--- src/rtl/axi_multi_port_busy_tracker.sv ---
// Per-port outstanding AXI write/read tracker with throttling, idle-hysteresis busy and drain handshake.
// Optional completion statistics are enabled by defining AXI_BUSY_TRACKER_STATS_EN.
module axi_multi_port_busy_tracker #(
  parameter int unsigned NumPorts         = 2,
  parameter int unsigned MaxWrOutstanding = 8,
  parameter int unsigned MaxRdOutstanding = 8,
  parameter int unsigned IdleHoldCycles   = 4
) (
  input  logic                clk_i,
  input  logic                rst_ni,
`ifdef AXI_BUSY_TRACKER_STATS_EN
  input  logic                stat_clr_i,
  output logic [31:0]         stat_wr_done_o,
  output logic [31:0]         stat_rd_done_o,
`endif
  input  logic [NumPorts-1:0] aw_sync_i,
  input  logic [NumPorts-1:0] b_sync_i,
  input  logic [NumPorts-1:0] ar_sync_i,
  input  logic [NumPorts-1:0] r_last_sync_i,
  output logic [NumPorts-1:0] aw_allow_o,
  output logic [NumPorts-1:0] ar_allow_o,
  output logic [NumPorts-1:0] port_busy_o,
  output logic                busy_o,
  input  logic                drain_req_i,
  output logic                drain_ack_o,
  output logic                err_o
);

  localparam int unsigned MaxOut = (MaxWrOutstanding > MaxRdOutstanding) ?
                                   MaxWrOutstanding : MaxRdOutstanding;
  localparam int unsigned CntW   = $clog2(MaxOut + 1);
  localparam int unsigned IdleW  = $clog2(IdleHoldCycles + 2);

  localparam logic [CntW-1:0]  WrLim   = CntW'(MaxWrOutstanding);
  localparam logic [CntW-1:0]  RdLim   = CntW'(MaxRdOutstanding);
  localparam logic [CntW-1:0]  CntMax  = '1;
  localparam logic [CntW-1:0]  CntOne  = CntW'(1);
  localparam logic [IdleW-1:0] IdleMax = IdleW'(IdleHoldCycles);
  localparam logic [IdleW-1:0] IdleOne = IdleW'(1);

  typedef enum logic [1:0] {StRun, StDrain, StQuiesced} state_e;

  state_e                           state_q, state_d;
  logic [NumPorts-1:0][CntW-1:0]    wr_cnt_q, wr_cnt_d;
  logic [NumPorts-1:0][CntW-1:0]    rd_cnt_q, rd_cnt_d;
  logic [IdleW-1:0]                 idle_cnt_q, idle_cnt_d;
  logic [NumPorts-1:0]              aw_allow_q, aw_allow_d;
  logic [NumPorts-1:0]              ar_allow_q, ar_allow_d;
  logic [NumPorts-1:0]              port_busy_q, port_busy_d;
  logic                             busy_q, busy_d;
  logic                             ack_q, err_q, err_d;
  logic                             any_in, all_zero_q, all_zero_d, idle;

  always_comb begin
    err_d    = 1'b0;
    wr_cnt_d = wr_cnt_q;
    rd_cnt_d = rd_cnt_q;
    any_in   = (|aw_sync_i) | (|ar_sync_i);
    for (int unsigned p = 0; p < NumPorts; p++) begin
      // Requests beyond the limit or outside RUN are still counted so the B/R returns balance.
      if (aw_sync_i[p] && (wr_cnt_q[p] >= WrLim || state_q != StRun)) err_d = 1'b1;
      if (aw_sync_i[p] && !b_sync_i[p]) begin
        if (wr_cnt_q[p] != CntMax) wr_cnt_d[p] = wr_cnt_q[p] + CntOne;
      end else if (!aw_sync_i[p] && b_sync_i[p]) begin
        if (wr_cnt_q[p] == '0) err_d = 1'b1;
        else                   wr_cnt_d[p] = wr_cnt_q[p] - CntOne;
      end

      if (ar_sync_i[p] && (rd_cnt_q[p] >= RdLim || state_q != StRun)) err_d = 1'b1;
      if (ar_sync_i[p] && !r_last_sync_i[p]) begin
        if (rd_cnt_q[p] != CntMax) rd_cnt_d[p] = rd_cnt_q[p] + CntOne;
      end else if (!ar_sync_i[p] && r_last_sync_i[p]) begin
        if (rd_cnt_q[p] == '0) err_d = 1'b1;
        else                   rd_cnt_d[p] = rd_cnt_q[p] - CntOne;
      end
    end

    all_zero_q = (wr_cnt_q == '0) && (rd_cnt_q == '0);
    all_zero_d = (wr_cnt_d == '0) && (rd_cnt_d == '0);

    case (state_q)
      StRun:   state_d = drain_req_i ? StDrain : StRun;
      StDrain, StQuiesced: begin
        if (!drain_req_i)    state_d = StRun;
        else if (all_zero_d) state_d = StQuiesced;
        else                 state_d = StDrain;
      end
      default: state_d = StRun;
    endcase

    for (int unsigned p = 0; p < NumPorts; p++) begin
      aw_allow_d[p]  = (state_d == StRun) && (wr_cnt_d[p] < WrLim);
      ar_allow_d[p]  = (state_d == StRun) && (rd_cnt_d[p] < RdLim);
      port_busy_d[p] = (wr_cnt_d[p] != '0) || (rd_cnt_d[p] != '0);
    end

    // Idle timer counts cycles with all counters empty and no new request.
    idle       = all_zero_q && !any_in;
    idle_cnt_d = '0;
    if (idle) idle_cnt_d = (idle_cnt_q == IdleMax) ? idle_cnt_q : idle_cnt_q + IdleOne;
    busy_d = busy_q;
    if (any_in) busy_d = 1'b1;
    else if (idle && (32'(idle_cnt_q) + 32'd1 >= IdleHoldCycles)) busy_d = 1'b0;
  end

  always_ff @(posedge clk_i or negedge rst_ni) begin
    if (!rst_ni) begin
      state_q     <= StRun;
      wr_cnt_q    <= '0;
      rd_cnt_q    <= '0;
      idle_cnt_q  <= '0;
      aw_allow_q  <= '1;
      ar_allow_q  <= '1;
      port_busy_q <= '0;
      busy_q      <= 1'b0;
      ack_q       <= 1'b0;
      err_q       <= 1'b0;
    end else begin
      state_q     <= state_d;
      wr_cnt_q    <= wr_cnt_d;
      rd_cnt_q    <= rd_cnt_d;
      idle_cnt_q  <= idle_cnt_d;
      aw_allow_q  <= aw_allow_d;
      ar_allow_q  <= ar_allow_d;
      port_busy_q <= port_busy_d;
      busy_q      <= busy_d;
      ack_q       <= (state_d == StQuiesced);
      err_q       <= err_d;
    end
  end

  assign aw_allow_o  = aw_allow_q;
  assign ar_allow_o  = ar_allow_q;
  assign port_busy_o = port_busy_q;
  assign busy_o      = busy_q;
  assign drain_ack_o = ack_q;
  assign err_o       = err_q;

`ifdef AXI_BUSY_TRACKER_STATS_EN
  logic [31:0] stat_wr_q, stat_wr_d, stat_rd_q, stat_rd_d;

  always_comb begin
    stat_wr_d = stat_wr_q;
    stat_rd_d = stat_rd_q;
    for (int unsigned p = 0; p < NumPorts; p++) begin
      stat_wr_d = stat_wr_d + 32'(b_sync_i[p]);
      stat_rd_d = stat_rd_d + 32'(r_last_sync_i[p]);
    end
    if (stat_clr_i) begin
      stat_wr_d = '0;
      stat_rd_d = '0;
    end
  end

  always_ff @(posedge clk_i or negedge rst_ni) begin
    if (!rst_ni) begin
      stat_wr_q <= '0;
      stat_rd_q <= '0;
    end else begin
      stat_wr_q <= stat_wr_d;
      stat_rd_q <= stat_rd_d;
    end
  end

  assign stat_wr_done_o = stat_wr_q;
  assign stat_rd_done_o = stat_rd_q;
`endif

endmodule

--- config.mk ---
export PLATFORM = sky130hd
export DESIGN_NAME = axi_multi_port_busy_tracker
export DESIGN_NICKNAME = d
export VERILOG_FILES = /design/src/rtl/axi_multi_port_busy_tracker.sv
export SDC_FILE = /design/constraint.sdc
export NUM_CORES = 1
export LEC_CHECK = 0
export CORE_MARGIN = 2
export CORE_UTILIZATION = 30
export CTS_BUF_LIST = sky130_fd_sc_hd__clkbuf_4
export CTS_CLUSTER_DIAMETER = 150
export CTS_CLUSTER_SIZE = 20
export DETAILED_ROUTE_END_ITERATION = 7
export GPL_ROUTABILITY_DRIVEN = 1
export SYNTH_ARGS = -nofsm -noshare
export SYNTH_HDL_FRONTEND = slang
export SYNTH_SLANG_ARGS = --single-unit
--- constraint.sdc ---
create_clock -name clk_i -period 4 [get_ports clk_i]
set_input_delay 0.8 -clock clk_i [delete_from_list [all_inputs] [get_ports clk_i]]
set_output_delay 0.8 -clock clk_i [all_outputs]
set_load 0.1 [all_outputs]
==> flow_summary_export.csv <==
group,metric,value,unit
grt,met3_usage,0.0342,
sta,final-hold-violation-count,0,
drt,wirelength,4620,um
die,start_util,0.315,
synthesis,syn-mean-instance-area,9.05,sq um
setup_path,worst-endpoint-required,4.22,ns
sta,worst-slew-pin-transition,0.974,ns
clock_network,cts_hold_buffers,0,
clock_network,clk_path_buf_depth,2,
sta,finClkSkew,0.0143,ns
run,maxCapViolations,0,
drt,post_drt_via_cell_ratio,5.27,
hold_path,min_path_type,"flip-flop to flip-flop",
setup_path,cp.arrival,3.27,ns
layout,n_antenna_cell,0,
power,cell_internal_pwr,935,uW
synthesis,synth_seq_cells,30,
power,seq_power_share,0.347,
layout,post_route_cells_drive_above_1_share,0.0909,
drt,vias,1838,
grt,first_pass_grt_wire_length,7450,um
clock_network,num_cts_buffers,5,
drt,drt-initial-drc-count,79,
sta,report.final.slew_viol_count,0,
synthesis,post_synth_inst_count,239,
clock_network,clkSlewWorstSetupHoldPaths,0.11,ns
sta,timing.max_slew.rel_slack,0.349,
setup_path,crit_path_cell_trace,"clkdlybuf4s50_1, nor2b_4, a221o_1, and3_4, or4_4, or3_4, o31a_1",
layout,final_net_count,275,
sta,clock.fmax,0.328,GHz
synthesis,post_synth_instance_area,2160,sq um
die,die_width,88.9,um
drt,drc,0,
power,pwr-share-clk,0.179,
setup_path,critical_path_peak_fanout,11,
setup_path,timing.critical_path.from_type,"primary input",
grt,pin_count_of_the_biggest_net_entering_global_routing,31,
power,sw_frac_of_total,0.439,
setup_path,slowest_stage_delay_on_critical_path,0.57,ns
die,io_pins,20,
setup_path,worstSetupEndpointType,"flip-flop",
clock_network,cts-resized-gates,0,
placement,routabilityCongestion,0.837,
synthesis,share_of_synthesized_registers_carrying_an_async_set_or_reset,1.00,
power,netSwitchingPower,731,uW
die,design.core.area,6870,sq um
sta,timing.setup.tns,0,ns
drt,detailedRoute.firstPassIterationCount,4,
setup_path,critical_path_class,"primary input to flip-flop",
sta,final.period_utilization,0.762,
layout,fin_util,0.366,
synthesis,yosys_most_used_dff,"dfrtp_1",
drt,routed_wire_length_per_instance,13.2,um
layout,area_delta_synth_final,16.3,%
grt,number_of_global_route_vias_before_repair,1585,
die,die_h,88.9,um
grt,grt_antenna_before_repair,0,
grt,grt.total_usage,0.122,
clock_network,cts_post_setup_buffers_inserted,0,
clock_network,cts_tree,"done",
drt,post_route_antenna_net_violation_count,0,
die,row_count,30,
clock_network,cts_root_buffer,"clkbuf_4",
clock_network,clkSinkCount,30,
grt,global_route.overflow_total,0,
clock_network,clock_latency,0.33,ns
synthesis,ys_warn_count,0,
power,comb_power_share,0.474,
grt,global_route.usage.met1,0.169,
setup_path,slowest_stage,"clkdlybuf4s50_1",
die,dieArea,7910,sq um
placement,dpl.hpwl,3490,um
synthesis,synth.lib_cells_used.distinct,63,
sta,post-route-min-period,3.05,ns
power,cellLeakagePower,0.00100,uW
run_status,status,"finished, final reports clean",
sta,final_number_of_setup_violating_endpoints,0,
clock_network,ctsHtreeMaxLevel,2,
sta,rsz_0062_raised_after_global_routing,"false",
power,power.ir.vdd_worst,246,uV
power,pwr_density_cell,663,nW/um^2
synthesis,synth-edff-count,0,
synthesis,synthesis.nets,262,
grt,grt_busiest_layer,"met2",
grt,use_met2,0.188,
synthesis,seq_area_frac_synth,0.349,
placement,buffer_ports.inserted,19,
[cell usage after synthesis (all sizes together), types with 4 or more instances]
cell | number | area [sq um]
nor3b | 5 | 42.5
o31ai | 4 | 30.0
dfrtp | 26 | 651
dfstp | 4 | 105
nor3 | 9 | 45.0
nand2 | 15 | 56.3
a211oi | 6 | 45.0
a311oi | 6 | 52.6
nor2 | 12 | 45.0
nand2b | 7 | 43.8
xnor2 | 5 | 43.8
nand3 | 5 | 25.0
and3 | 5 | 36.3
ha | 12 | 150
inv | 25 | 93.8
o211ai | 4 | 30.0
a21oi | 5 | 25.0
nor2b | 6 | 45.0
clkbuf | 11 | 41.3
o21ai | 7 | 35.0
[worst max-delay path, delay by kind of cell]
kind	cells	cell delay (ns)
AND/OR/NAND/NOR	4	1.30
AO/OA/AOI/OAI	2	0.59
buffers and inverters	1	0.57
[cells by family (layout without fill, tap and decap cells)]
| kind of cell | Yosys count | count (layout) | share of synthesized area |
|---|---|---|---|
| muxes | 3 | 3 | 0.0145 |
| adders and majority gates | 12 | 12 | 0.0694 |
| and+or+nand+nor | 95 | 95 | 0.277 |
| DFF | 30 | 30 | 0.349 |
| xor gates and xnor gates | 5 | 5 | 0.0202 |
| buffers and inverters | 39 | 53 | 0.0746 |
| AOI/OAI and AO/OA | 55 | 55 | 0.195 |
[power groups by stage]
stage	registers [uW]	logic [uW]	clock network, uW
CTS	575	795	308
finish	578	790	299
detailed placement	580	791	0
global route	596	873	321
floorplan	629	576	0
global placement	583	779	0
[path summary, 6_finish.rpt]
path | start | endpoint | slack [ns] | depth (start not counted)
setup / recovery | aw_sync_i[0] | state_q[0]$_DFF_PN0_ | 0.95 | 7
min in group asynchronous | rst_ni | idle_cnt_q[2]$_DFFE_PN0P_ | 0.84 | 2
max in group asynchronous | rst_ni | aw_allow_o[1]$_DFF_PN1_ | 2.83 | 2
hold reg to reg | busy_o$_DFFE_PN0P_ | busy_o$_DFFE_PN0P_ | 0.53 | 2
hold / removal | busy_o$_DFFE_PN0P_ | busy_o$_DFFE_PN0P_ | 0.53 | 2
setup reg to reg | rd_cnt_q[1]$_DFF_PN0_ | state_q[0]$_DFF_PN0_ | 1.32 | 8
[flip-flops by register name, summed over array words and instances, names as in the netlist]
register,cells
err_o,1
idle_cnt_q,3
ar_allow_o,2
aw_allow_o,2
rd_cnt_q,8
state_q,2
busy_o,1
port_busy_o,2
wr_cnt_q,8
drain_ack_o,1
[per-stage QoR]
| step | instances | setup slack, ns | hold WS (ns) | total power [uW] | instance area, sq um |
|---|---|---|---|---|---|
| after floorplan | 239 | 1.23 | 0.504 | 1200 | 2160 |
| after global routing | 349 | 0.914 | 0.599 | 1790 | 2510 |
| final | 349 | 0.952 | 0.525 | 1670 | 2510 |
| after detailed placement | 341 | 0.589 | 0.500 | 1370 | 2410 |
| after CTS | 349 | 0.958 | 0.537 | 1680 | 2510 |
| after global placement | 341 | 0.624 | 0.504 | 1360 | 2410 |
[placed cells by master (no fill, tap or decap), types with 6 or more instances in the layout]
cell	n
a211oi_1	6
a311oi_1	6
clkdlybuf4s50_1	19
dfrtp_1	26
ha_1	12
inv_1	25
nand2_1	15
nand2b_1	7
nor2_1	12
nor3_1	9
o21ai_0	7
[area by class of cell]
| type | count | area, sq um |
|---|---|---|
| well taps | 96 | 120 |
| repair buffers | 20 | 198 |
| clock inverters | 3 | 63.8 |
| fillers | 691 | 4350 |
| inverters | 25 | 93.8 |
| clock buffers | 5 | 37.5 |
| flip-flops and latches | 30 | 756 |
| multi-input cells | 170 | 1250 |
[per-layer routing]
layer  vias up  routed length [um]
li1        908                   -
met1       891                2280
met2        33                2160
met3         6                 146
met4         0                  31
met5         -                   0
Note: power is estimated with default switching activity, not from simulation.
